## config.mk

```make
export PLATFORM = sky130hd
export DESIGN_NAME = pipeline_hazard_ctrl
export DESIGN_NICKNAME = d
export VERILOG_FILES = /design/src/rtl/pipeline_hazard_ctrl.sv
export SDC_FILE = /design/constraint.sdc
export NUM_CORES = 1
export LEC_CHECK = 0
export BUFFER_PORTS_ARGS = -buffer_cell sky130_fd_sc_hd__buf_4
export CAP_MARGIN = 30
export CORE_ASPECT_RATIO = 1.25
export CORE_MARGIN = 1.5
export CORE_UTILIZATION = 53
export CTS_CLUSTER_SIZE = 30
export DETAILED_ROUTE_END_ITERATION = 8
export GPL_TIMING_DRIVEN = 0
export PLACE_DENSITY_LB_ADDON = 0.1
export SYNTH_ARGS = -nofsm -noshare
export SYNTH_HDL_FRONTEND = slang
export SYNTH_SLANG_ARGS = --single-unit
```

## constraint.sdc

```tcl
create_clock -name clk -period 2.95 [get_ports clk]
set_clock_uncertainty 0.2 [all_clocks]
set_input_delay 0.1475 -clock clk [delete_from_list [all_inputs] [get_ports clk]]
set_output_delay 0.1475 -clock clk [all_outputs]
set_load 0.005 [all_outputs]
```

## src/rtl/pipeline_hazard_ctrl.sv

```systemverilog
// Central stall/flush controller for the 5-stage pipeline: load-use, branch/jump
// and data-memory wait hazards, with a bounded memory wait and a stall-cycle counter.
module pipeline_hazard_ctrl #(
    parameter int TIMEOUT = 255,
    parameter int CNT_W   = 32
) (
    input  logic             clk,
    input  logic             reset,
    input  logic [4:0]       i_ID_rs,
    input  logic [4:0]       i_ID_rt,
    input  logic             i_ID_uses_rt,
    input  logic             i_ID_Jump,
    input  logic             i_EX_MemRead,
    input  logic [4:0]       i_EX_rt,
    input  logic             i_EX_Branch_Taken,
    input  logic             i_mem_req,
    input  logic             i_mem_ready,
    output logic             o_PC_hold,
    output logic             o_IF_ID_hold,
    output logic             o_IF_ID_flush,
    output logic             o_ID_EX_flush,
    output logic             o_EX_MEM_hold,
    output logic             o_MEM_WB_flush,
    output logic [1:0]       o_state,
    output logic             o_error,
    output logic [CNT_W-1:0] o_stall_cycles
);

    localparam logic [1:0]  ST_RUN      = 2'd0;
    localparam logic [1:0]  ST_MEM_WAIT = 2'd1;
    localparam logic [1:0]  ST_ERROR    = 2'd2;
    localparam logic [15:0] TIMEOUT_W   = 16'(TIMEOUT);

    logic [1:0]       state_q, state_d;
    logic [15:0]      wait_q, wait_d;
    logic [CNT_W-1:0] stall_q, stall_d;

    logic loadUse, memStall, frozen, evalRows;
    logic pcHold, ifIdHold, ifIdFlush, idExFlush, exMemHold, memWbFlush;

    assign loadUse  = i_EX_MemRead && (i_EX_rt != 5'd0) &&
                      ((i_EX_rt == i_ID_rs) || (i_ID_uses_rt && (i_EX_rt == i_ID_rt)));
    assign memStall = i_mem_req && !i_mem_ready;

    // frozen: the whole front end waits on memory (or is dead in ERROR).
    // evalRows: the branch / load-use / jump priority chain is in effect.
    always_comb begin
        frozen   = 1'b0;
        evalRows = 1'b0;
        case (state_q)
            ST_RUN: begin
                frozen   = memStall;
                evalRows = !memStall;
            end
            ST_MEM_WAIT: begin
                frozen   = !i_mem_ready;
                evalRows = i_mem_ready;
            end
            ST_ERROR: frozen = 1'b1;
            default: ;
        endcase
    end

    // A taken branch suppresses the load-use hold so the IF/ID flush is never masked.
    always_comb begin
        pcHold     = frozen || (evalRows && !i_EX_Branch_Taken && loadUse);
        ifIdHold   = pcHold;
        ifIdFlush  = evalRows && (i_EX_Branch_Taken || (!loadUse && i_ID_Jump));
        idExFlush  = evalRows && (i_EX_Branch_Taken || loadUse);
        exMemHold  = frozen;
        memWbFlush = frozen;
    end

    assign o_PC_hold      = pcHold     && !reset;
    assign o_IF_ID_hold   = ifIdHold   && !reset;
    assign o_IF_ID_flush  = ifIdFlush  && !reset;
    assign o_ID_EX_flush  = idExFlush  && !reset;
    assign o_EX_MEM_hold  = exMemHold  && !reset;
    assign o_MEM_WB_flush = memWbFlush && !reset;
    assign o_state        = state_q;
    assign o_error        = (state_q == ST_ERROR);
    assign o_stall_cycles = stall_q;

    always_comb begin
        state_d = state_q;
        wait_d  = wait_q;
        case (state_q)
            ST_RUN: begin
                if (memStall) begin
                    state_d = ST_MEM_WAIT;
                    wait_d  = 16'd1;
                end else begin
                    wait_d  = 16'd0;
                end
            end
            ST_MEM_WAIT: begin
                if (!i_mem_ready) begin
                    if (wait_q >= TIMEOUT_W) state_d = ST_ERROR;
                    else                     wait_d  = wait_q + 16'd1;
                end else begin
                    state_d = ST_RUN;
                    wait_d  = 16'd0;
                end
            end
            ST_ERROR: ;
            default: begin
                state_d = ST_RUN;
                wait_d  = 16'd0;
            end
        endcase
    end

    always_comb begin
        stall_d = stall_q;
        if (o_PC_hold && (stall_q != {CNT_W{1'b1}}))
            stall_d = stall_q + {{(CNT_W-1){1'b0}}, 1'b1};
    end

    always_ff @(posedge clk or posedge reset) begin
        if (reset) begin
            state_q <= ST_RUN;
            wait_q  <= 16'd0;
            stall_q <= '0;
        end else begin
            state_q <= state_d;
            wait_q  <= wait_d;
            stall_q <= stall_d;
        end
    end

endmodule
```

==> results of run 1 <==
-- power breakdown --
part / switching, W / total, W / internal (W)
clock network: 0.000213 / 0.000373 / 0.000160
logic: 0.000129 / 0.000268 / 0.000139
registers: 0.0000457 / 0.000767 / 0.000721
-- kinds of logic (layout without fill, tap and decap cells) --
family / after synthesis / after routing / share of synthesized area, %
flip-flops: 50 / 50 / 47.89
buffers and inverters: 17 / 92 / 4.119
AO/OA/AOI/OAI: 20 / 20 / 5.412
AND/OR/NAND/NOR: 109 / 109 / 24.67
XOR/XNOR: 47 / 47 / 15.76
adder cells (fa/ha/maj): 2 / 2 / 0.9577
multiplexers: 3 / 3 / 1.197
-- through the flow --
stage / hold slack (ns) / TNS, ns / setup WS, ns / cells / cell area [um2]
after floorplan: 0.02097 / 0 / 0.2762 / 248 / 2613
after global placement: 0.1256 / -9.763 / -0.3875 / 371 / 3161
after detailed placement: -0.07768 / 0 / 0.6093 / 372 / 3181
after CTS: 0.1620 / 0 / 0.4969 / 383 / 3299
after global routing: 0.1865 / 0 / 0.3431 / 383 / 3299
final: 0.1550 / 0 / 0.5043 / 383 / 3299
-- area by class of cell --
class	count	area, um2
inverters	8	30.03
flip-flops and latches	50	1251
clock inverters	2	10.01
well taps	60	75.07
fillers	420	1430
plain buffers	9	77.57
repair buffers	68	533.0
clock buffers	5	68.82
multi-input cells	181	1254
-- flip-flops by register name, summed over array words and instances, names as in the netlist --
register,cells
o_state,2
wait_q,16
o_stall_cycles,32
-- per-layer routing --
metal	share of wire [%]	wire length, um	GRT usage [%]
met2	50	2569	35.25
met4	1.0	51	6.250
met5	0	0	0
met3	4.1	209	3.836
met1	45	2290	27.11
-- cell usage after synthesis (5+ instances only) --
library cell and number:
and3_1 9, dfrtp_1 50, inv_1 8, nand2_1 22, nand3_1 10, nand3_2 6
nand4_1 9, nor2_1 17, nor2b_1 8, nor3_1 5, o21ai_0 5, o22ai_1 5
xnor2_1 29, xor2_1 18
-- worst reg2reg max path: cells and delay by family, from the launching register on --
| family | cells | cell delay (ns) |
|---|---|---|
| buffers and inverters | 2 | 0.74 |
| DFF | 1 | 0.43 |
| muxes | 1 | 0.19 |
| and+or+nand+nor | 3 | 0.54 |
| AOI/OAI and AO/OA | 1 | 0.23 |
-- worst paths after layout --
check                                              start                             end  slack (ns)  cells after the start
max                                            i_mem_req  o_stall_cycles[13]$_DFFE_PP0P_        0.50                     11
min                                                reset          o_state[0]$_DFFE_PP0P_        0.16                      3
max in group asynchronous                          reset   o_stall_cycles[9]$_DFFE_PP0P_        1.92                      4
max reg2reg                        wait_q[2]$_DFFE_PP0P_          o_state[0]$_DFFE_PP0P_        0.51                      7
min in group clk                       i_EX_Branch_Taken  o_stall_cycles[24]$_DFFE_PP0P_        0.16                      5
min reg2reg                o_stall_cycles[5]$_DFFE_PP0P_   o_stall_cycles[5]$_DFFE_PP0P_        0.30                      1
==> results.tsv, run 1 <==
stage	metric	value	unit
floorplan	num_rows	28	
clock_tree	clk_latency	0.30	ns
sta	setup_viol	0	
synth	syn_nets	273	
worst_setup_path	end_kind	register	
flow_run	cap_violations	0	
routing	wirelength	5119	um
global_routing	grt_pass1_vias	1952	
sta	rsz0062_at_grt	false	
routing	vias	1996	
worst_setup_path	crit_required	2.93	ns
routing	ant_nets	0	
clock_tree	cts_made_buffers	5	
layout	nets	348	
synth	yosys.cell_types.count	45	
clock_tree	cts-resized-gates	0	
clock_tree	cts_tree	yes	
layout	final_util	69.76	%
global_routing	grt_max_degree	41	
layout	drive_gt1_share	31.27	%
synth	ys.flop_type	dfrtp_1	
floorplan	die-area	5362	um2
layout	diodes	0	
routing	wl_per_cell	13.37	um
worst_setup_path	arrival	2.43	ns
global_routing	grt_first_pass_wirelength	8763	um
layout	layout_commonest_cell	buf_4	
synth	synth_top_area_share	47.89	%
layout	final_cell_mix	buf_4 (66), dfrtp_1 (50), xnor2_1 (29), nand2_1 (22), xor2_1 (18)	
routing	drt_pass1_iterations	4	
placement	dpl.hpwl	3737	um
pwr	leakagePower	1.565	nW
worst_setup_path	path_max_fanout	10	
worst_setup_path	cp_num_buf_inv	4	
synth	yosysSeqAreaShare	47.89	%
routing	dr.first_iter.drc_count	101	
routing	routed_via_density	5.211	
synth	synth_largest_area_cell	dfrtp_1	
synth	synthArstFlopShare	100.0	%
placement	place_congestion	0.7440	
clock_tree	postCtsSetupBuffers	0	
synth	syn_area_per_cell	10.53	um2
floorplan	core_area	4730	um2
synth	netlist_instances	248	
hold_path	hp-class	in2async	
clock_tree	clk_pin_slew	0.09	ns
synth	synth_edf_count	0	
run_status	outcome	complete, no violations	
floorplan	num_io_pins	64	
floorplan	die_w	65.80	um
clock_tree	clk_path_buf_depth	2	
global_routing	overflow	0	
pwr	powerDensity	426.8	nW/um2
clock_tree	cts_hold_buf	4	
synth	ys_ff_latch	50	
synth	yosys-top-cells-area	dfrtp_1 (48%), xnor2_1 (9.7%), xor2_1 (6.0%)	
sta	slew_violations	0	
sta	fmax	0.4089	GHz
worst_setup_path	cp_slowest_cell	dlygate4sd3_1	
worst_setup_path	start_kind	primary input	
clock_tree	numClockSinks	50	
pwr	ir_worst_vdd	0.4226	mV
routing	route.detailed.drc	0	
sta	fin_crit	2.446	ns
worst_setup_path	critical_path.top_delay_family	buffers and inverters	
global_routing	antenna_found_initial	0	
clock_tree	htree_levels	2	
global_routing	grtUsageTotal	20.79	%
clock_tree	root_buffer	clkbuf_8	
floorplan	die_h	81.50	um
worst_setup_path	path_cells	dlygate4sd3_1 > buf_4 > o21bai_1 > nand2_1 > or3_4 > o21bai_4 > and2_4 > buf_6 > buf_12 > nand4_4 > xnor2_1	
floorplan	floorplan.initialDensity	55.24	%
worst_setup_path	path_class	in2reg	
sta	post-route-period-util	82.91	%
synth	yosys_warnings	0	
layout	area_delta_synth_final	26.29	%
placement	portBuffers	63	
pwr	power	0.001408	W
synth	synth.cell_area	2613	um2
sta	max-slew-margin-rel	61.10	%
sta	finalHoldViolations	0	
worst_setup_path	slowest_delay	0.53	ns
sta	worst_pin_slew	0.5835	ns
Power figures use the tool's default switching activity.
==> inputs of run 2 (changes only) <==
- ABC_AREA: default -> 1
- CORE_UTILIZATION: 53 -> 50
- clock period: 2.95 -> 2.2 ns (I/O delays scaled with it)
==> results.tsv, run 2 <==
stage	metric	value	unit	change
global_routing	grt_pass1_vias	3108		was 1952
layout	area_delta_synth_final	24.81	%	was 26.29%
worst_setup_path	path_common_cell	buf_4		
flow_run	cap_violations	0		unchanged
layout	fillers	589		was 420
placement	portBuffers	63		unchanged
synth	yosysMostFrequentCell	nand2_1		was dfrtp_1
worst_setup_path	crit_required	1.89	ns	was 2.93 ns
global_routing	grt_max_degree	30		was 41
run_status	outcome	complete, no violations		unchanged
pwr	powerDensity	477.5	nW/um2	was 426.8 nW/um2
layout	final_cell_count_no_fill	654		was 383
clock_tree	clk_path_buf_depth	2		unchanged
worst_setup_path	path_max_fanout	11		was 10
pwr	p_comb_share	18.6	%	was 19.1%
layout	final_cell_mix	nand2_1 (190), buf_4 (70), nor2_1 (59), dfrtp_1 (48)		was buf_4 (66), dfrtp_1 (50), xnor2_1 (29), nand2_1 (22), xor2_1 (18)
layout	layout_commonest_cell	nand2_1		was buf_4
floorplan	floorplan.initialDensity	52.47	%	was 55.24%
worst_setup_path	crit_start	i_mem_ready		was i_mem_req
pwr	clkPwrFrac	29.4	%	was 26.5%
routing	dr.first_iter.drc_count	161		was 101
worst_setup_path	rrSetupSlack	0.15	ns	was 0.51 ns
sta	setup_viol	0		unchanged
worst_setup_path	reg2reg_to	o_stall_cycles[28]$_DFFE_PP0P_		was o_state[0]$_DFFE_PP0P_
sta	slew_violations	0		unchanged
synth	netlist_instances	487		was 248
routing	vias	3317		was 1996
synth	yosys.cell_types.count	28		was 45
floorplan	die_w	75.65	um	was 65.80 um
placement	place_congestion	0.9782		was 0.7440
worst_setup_path	reg2reg_from	o_stall_cycles[1]$_DFFE_PP0P_		was wait_q[2]$_DFFE_PP0P_
routing	drt_pass1_iterations	4		unchanged
floorplan	num_io_pins	64		unchanged
global_routing	grt_first_pass_wirelength	13770	um	was 8763 um
hold_path	hp-class	in2reg		was in2async
clock_tree	clk_pin_slew	0.09	ns	about the same
worst_setup_path	crit_path_end	o_PC_hold		was o_stall_cycles[13]$_DFFE_PP0P_
clock_tree	cts_made_buffers	5		unchanged
layout	fin_area	4116	um2	was 3299 um2
synth	yosys-top-cells-area	dfrtp_1 (38%), nand2_1 (22%), nand3_1 (6.8%)		was dfrtp_1 (48%), xnor2_1 (9.7%), xor2_1 (6.0%)
layout	nets	593		was 348
synth	synth_largest_area_cell	dfrtp_1		unchanged
worst_setup_path	arrival	1.78	ns	was 2.43 ns
synth	yosysSeqAreaShare	37.94	%	was 47.89%
sta	worst_pin_slew	0.5526	ns	was 0.5835 ns
sta	finalHoldViolations	0		unchanged
placement	dp_slack	-0.1371	ns	was 0.6093 ns
synth	ys.flop_type	dfrtp_1		unchanged
synth	synth_common_cells	nand2_1 (191), nor2_1 (60), dfrtp_1 (50)		was dfrtp_1 (50), xnor2_1 (29), nand2_1 (22)
sta	holdWs	0.07374	ns	was 0.1550 ns
synth	syn_nets	512		was 273
synth	syn_area_per_cell	6.772	um2	was 10.53 um2
worst_setup_path	path_cells	dlygate4sd3_1 > buf_4 > o211ai_1 > nor2_1 > nand3_1 > nand2_4 > buf_8 > buf_4 > buf_4		was dlygate4sd3_1 > buf_4 > o21bai_1 > nand2_1 > or3_4 > o21bai_4 > and2_4 > buf_6 > buf_12 > nand4_4 > xnor2_1
worst_setup_path	rr_worst_depth	9		was 7
pwr	leakagePower	2.134	nW	was 1.565 nW
routing	routed_via_density	5.072		was 5.211
floorplan	num_rows	32		was 28
worst_setup_path	path_class	in2out		was in2reg
floorplan	die_h	93.81	um	was 81.50 um
hold_path	holdPathStages	6		
sta	post-route-period-util	94.94	%	
routing	wirelength	8358	um	was 5119 um
sta	fmax	0.4788	GHz	
worst_setup_path	slowest_delay	0.54	ns	was 0.53 ns
worst_setup_path	cp_num_buf_inv	5		was 4
layout	diodes	0		unchanged
placement	dp_cells	636		was 372
sta	max-slew-margin-rel	63.04	%	was 61.10%
clock_tree	numClockSinks	50		unchanged
sta	fin_tns_setup	0	ns	unchanged
placement	placed_area	3901	um2	was 3181 um2
synth	synth_edf_count	0		unchanged
global_routing	antenna_found_initial	0		unchanged
synth	ys_ff_latch	50		unchanged
routing	wl_per_cell	12.78	um	was 13.37 um
clock_tree	clk_latency	0.32	ns	was 0.30 ns
floorplan	die-area	7096	um2	was 5362 um2
layout	drive_gt1_share	19.51	%	was 31.27%
synth	synth.cell_area	3298	um2	was 2613 um2
routing	ant_nets	0		unchanged
pwr	switching_share	30.04	%	was 27.56%
worst_setup_path	cp.depth	9		was 11
sta	rsz0062_at_grt	false		unchanged
routing	route.detailed.drc	0		unchanged
worst_setup_path	cp_slowest_cell	dlygate4sd3_1		unchanged
pwr	p_sw	0.0005904	W	was 0.0003882 W
sta	setup_ws	0.1113	ns	was 0.5043 ns
floorplan	core_area	6286	um2	was 4730 um2
worst_setup_path	start_kind	primary input		unchanged
worst_setup_path	end_kind	output port		was register
clock_tree	htree_levels	2		unchanged
synth	synthArstFlopShare	100.0	%	unchanged
global_routing	overflow	0		unchanged
pwr	seq_power_share	52.0	%	was 54.5%
worst_setup_path	critical_path.top_delay_family	buffers and inverters		unchanged
synth	synth_top_area_share	37.94	%	was 47.89%
layout	largest_reg_flops	32		unchanged
synth	yosys_warnings	0		unchanged
clock_tree	cts_tree	yes		unchanged
clock_tree	root_buffer	clkbuf_8		unchanged
sta	fin_crit	2.089	ns	
global_routing	grtUsageTotal	25.34	%	was 20.79%
placement	dpl.hpwl	6253	um	was 3737 um
pwr	ir_worst_vdd	0.3531	mV	was 0.4226 mV
pwr	internal-power	0.001375	W	was 0.001020 W
## run 2: cell types whose count changed after synthesis, sizes merged, moves of 6 or more
| cell | previous run | this run |
|---|---|---|
| and3 | 11 | 0 |
| inv | 8 | 48 |
| nand2 | 23 | 197 |
| nand3 | 16 | 46 |
| nand3b | 1 | 7 |
| nor2 | 18 | 63 |
| nor2b | 8 | 0 |
| xnor2 | 29 | 3 |
## run 2: power by group through the flow
stage / clock network, W / registers [W] / logic (W)
global route: 0.000626 / 0.00103 / 0.000412
global placement: 0 / 0.00104 / 0.000328
floorplan: 0 / 0.00103 / 0.000189
CTS: 0.000589 / 0.00102 / 0.000357
finish: 0.000578 / 0.00102 / 0.000365
detailed placement: 0 / 0.00104 / 0.000341
## run 2: worst min-delay path: cells and delay by family
kind                   cells  cell delay [ns]
buffers and inverters      1             0.08
AND/OR/NAND/NOR            5             0.36
## run 2: cell families after synthesis
kind of cell | Yosys count | share of synthesized area [%]
XOR/XNOR | 23 | 6.108
AND/OR/NAND/NOR | 339 | 44.69
AO/OA/AOI/OAI | 12 | 2.048
buffers and inverters | 61 | 8.460
adder cells (fa/ha/maj) | 2 | 0.7586
flip-flops | 50 | 37.94
## run 2: metrics by stage
| step | power (W) | util [%] |
|---|---|---|
| final | 0.001965 | 65.49 |
| after global routing | 0.002071 | 65.49 |
| after CTS | 0.001965 | 64.87 |
| after detailed placement | 0.001378 | 62.06 |
| after global placement | 0.001364 | 61.74 |
| after floorplan | 0.001218 | - |
## run 2: area by class of cell
cell class / instances / area (um2) / share of cell area [%]
repair buffers: 73 / 585.6 / 14.22
multi-input cells: 376 / 1775 / 43.13
well taps: 85 / 106.4 / 2.584
repair inverters: 1 / 5.005 / 0.1216
clock inverters: 3 / 26.28 / 0.6383
plain buffers: 13 / 111.4 / 2.705
clock buffers: 5 / 68.82 / 1.672
flip-flops and latches: 50 / 1254 / 30.46
inverters: 48 / 183.9 / 4.468
## run 2: worst min path at each step
stage                       from                             end
5_1_grt        i_EX_Branch_Taken  o_stall_cycles[31]$_DFFE_PP0P_
3_5_place_dp               reset   o_stall_cycles[2]$_DFFE_PP0P_
3_3_place_gp               reset   o_stall_cycles[0]$_DFFE_PP0P_
4_1_cts        i_EX_Branch_Taken  o_stall_cycles[29]$_DFFE_PP0P_
6_report       i_EX_Branch_Taken  o_stall_cycles[31]$_DFFE_PP0P_
2_1_floorplan              reset   o_stall_cycles[0]$_DFFE_PP0P_
## run 2: layer usage
layer	up-vias	part of all wire, %	GRT usage [%]
met5	-	0	0
met4	0	3.6	9.970
met3	24	4.0	3.219
met2	98	51	44.81
met1	1514	42	30.35
li1	1681	-	-
## run 2: what timing repair did
action                     CTS  global route
gates cloned                 1             0
hold endpoints to repair    55             0
setup endpoints to repair    2            34
buffers inserted             0             3
pin swaps                    1             1
hold buffers                 6             0
resized for setup            2             9
==> inputs of run 3 (changes only) <==
- BUFFER_PORTS_ARGS: -buffer_cell sky130_fd_sc_hd__buf_4 -> -buffer_cell sky130_fd_sc_hd__clkbuf_2
- CORE_ASPECT_RATIO: 1.25 -> default
- PLACE_DENSITY: default -> 0.76
- PLACE_DENSITY_LB_ADDON: 0.1 -> default
==> results.tsv, run 3 (same netlist as run 2, synthesis figures left out) <==
stage	metric	value	unit	change
worst_setup_path	reg2reg_from	o_stall_cycles[0]$_DFFE_PP0P_		was o_stall_cycles[1]$_DFFE_PP0P_
layout	largest_reg_flops	32		unchanged
placement	dpl.hpwl	6424	um	was 6253 um
floorplan	num_io_pins	64		unchanged
layout	final_cell_count_no_fill	644		was 654
worst_setup_path	path_max_fanout	11		unchanged
worst_setup_path	cp_slowest_cell	dlygate4sd3_1		unchanged
layout	layout_commonest_cell	nand2_1		unchanged
clock_tree	htree_levels	2		unchanged
hold_path	min_to	o_stall_cycles[18]$_DFFE_PP0P_		was o_stall_cycles[31]$_DFFE_PP0P_
routing	wirelength	8375	um	was 8358 um
clock_tree	cts_tree	yes		unchanged
global_routing	grtUsageTotal	25.62	%	was 25.34%
hold_path	worstHoldStart	i_EX_Branch_Taken		unchanged
hold_path	holdPathStages	7		was 6
sta	setup_viol	0		unchanged
floorplan	core_area	6350	um2	was 6286 um2
placement	place_congestion	0.9954		was 0.9782
worst_setup_path	arrival	1.81	ns	was 1.78 ns
global_routing	grt_max_degree	35		was 30
layout	nets	591		was 593
worst_setup_path	slowest_delay	0.54	ns	about the same
sta	fin_crit	2.120	ns	was 2.089 ns
worst_setup_path	rrSetupSlack	0.17	ns	was 0.15 ns
flow_run	cap_violations	0		unchanged
worst_setup_path	reg2reg_to	o_stall_cycles[26]$_DFFE_PP0P_		was o_stall_cycles[28]$_DFFE_PP0P_
floorplan	die_h	84.22	um	was 93.81 um
routing	drt_pass1_iterations	5		was 4
clock_tree	clk_latency	0.31	ns	was 0.32 ns
global_routing	overflow	0		unchanged
routing	ant_nets	0		unchanged
layout	diodes	0		unchanged
worst_setup_path	path_common_cell	clkbuf_2		was buf_4
worst_setup_path	crit_required	1.89	ns	about the same
worst_setup_path	end_kind	output port		unchanged
routing	routed_via_density	5.127		was 5.072
floorplan	die_w	84.22	um	was 75.65 um
layout	drive_gt1_share	19.58	%	was 19.51%
hold_path	hp-class	in2reg		unchanged
run_status	outcome	complete, no violations		unchanged
pwr	leakagePower	2.076	nW	was 2.134 nW
layout	area_delta_synth_final	19.35	%	was 24.81%
global_routing	grt_first_pass_wirelength	14690	um	was 13770 um
sta	worst_pin_slew	0.7520	ns	was 0.5526 ns
sta	fin_tns_setup	0	ns	unchanged
clock_tree	cts_made_buffers	5		unchanged
worst_setup_path	start_kind	primary input		unchanged
worst_setup_path	path_cells	dlygate4sd3_1 > clkbuf_2 > o211ai_1 > nor2_1 > nand3_1 > nand2_4 > buf_6 > buf_4 > clkbuf_2		was dlygate4sd3_1 > buf_4 > o211ai_1 > nor2_1 > nand3_1 > nand2_4 > buf_8 > buf_4 > buf_4
placement	dp_cells	628		was 636
clock_tree	numClockSinks	50		unchanged
layout	final_cell_mix	nand2_1 (191), clkbuf_2 (63), nor2_1 (59), dfrtp_1 (47), inv_1 (45)		was nand2_1 (190), buf_4 (70), nor2_1 (59), dfrtp_1 (48)
pwr	ir_worst_vdd	0.3065	mV	was 0.3531 mV
sta	setup_ws	0.07961	ns	was 0.1113 ns
sta	finalHoldViolations	0		unchanged
sta	slew_violations	0		unchanged
routing	vias	3302		was 3317
floorplan	floorplan.initialDensity	51.94	%	was 52.47%
sta	fmax	0.4716	GHz	was 0.4788 GHz
routing	wl_per_cell	13.00	um	was 12.78 um
clock_tree	root_buffer	clkbuf_8		unchanged
pwr	powerDensity	486.3	nW/um2	was 477.5 nW/um2
clock_tree	clk_path_buf_depth	2		unchanged
global_routing	antenna_found_initial	0		unchanged
routing	dr.first_iter.drc_count	180		was 161
routing	route.detailed.drc	0		unchanged
placement	portBuffers	63		unchanged
clock_tree	clk_pin_slew	0.09	ns	about the same
floorplan	die-area	7092	um2	was 7096 um2
floorplan	num_rows	29		was 32
worst_setup_path	path_class	in2out		unchanged
worst_setup_path	rr_worst_depth	9		unchanged
sta	post-route-period-util	96.38	%	was 94.94%
sta	max-slew-margin-rel	49.70	%	was 63.04%
placement	dp_slack	-0.02128	ns	was -0.1371 ns
global_routing	grt_pass1_vias	3050		was 3108
## run 3: changes by cell type in the layout (fill, tap and decap cells not counted), sizes merged
cell and delta:
inv -2, clkbuf +63, buf -62, dlygate4sd3 -1
## run 3: timing repair
| item | 4_1_cts | 5_1_grt |
|---|---|---|
| resized for setup | 2 | 9 |
| hold buffers | 5 | 0 |
| buffers inserted | 1 | 2 |
| endpoints found under the hold margin | 54 | 0 |
| pin swaps | 1 | 0 |
| endpoints found under the setup margin | 2 | 19 |
## run 3: area by class of cell
| cell class | instances | area (um2) |
|---|---|---|
| sequential | 50 | 1255 |
| buffer | 13 | 105.1 |
| tap | 77 | 96.34 |
| inverter | 48 | 183.9 |
| multi-input combinational | 376 | 1783 |
| timing repair buffer | 72 | 417.9 |
| clock buffer | 6 | 82.58 |
| fill | 612 | 2414 |
| clock inverter | 2 | 12.51 |
## run 3: through the flow
step	total power [W]	utilization (%)	instance area (um2)	hold WS (ns)
5_1_grt	0.002030	61.99	3936	0.2449
3_5_place_dp	0.001344	58.80	3734	-0.06874
4_1_cts	0.001924	61.46	3902	0.2147
3_3_place_gp	0.001328	58.48	3714	0.2029
2_1_floorplan	0.001218	-	3302	-0.03916
6_report	0.001914	61.99	3936	0.2188
## run 3: where the power goes
group,leakage [nW],internal (W),switching (W)
logic,1.34,0.000142,0.000184
clock network,0.0472,0.000253,0.000306
registers,0.688,0.000960,0.0000677
total,2.08,0.00136,0.000559
## run 3: how the worst max path moves through the flow
stage	startpoint	to	slack, ns	depth (start not counted)
after floorplan	reset	o_PC_hold	0.13	7
after global placement	reset	o_PC_hold	-0.55	9
after detailed placement	reset	o_PC_hold	-0.02	10
after CTS	o_state[1]$_DFFE_PP0P_	o_PC_hold	0.02	10
after global routing	o_state[1]$_DFFE_PP0P_	o_PC_hold	-0.04	10
final	i_mem_ready	o_PC_hold	0.08	9
## run 3: metal layers
metal,track usage (%),share of wire [%],vias to the layer above,wire length (um)
met4,7.601,1.8,0,154
met5,0,0,-,0
li1,-,-,1680,-
met3,4.621,5.3,15,440
met2,41.09,46,101,3847
met1,35.63,47,1506,3933
## run 3: worst max-delay path, delay by kind of cell
family	cells	cell delay, ns
AO/OA/AOI/OAI	1	0.30
AND/OR/NAND/NOR	3	0.29
buffers and inverters	5	1.11
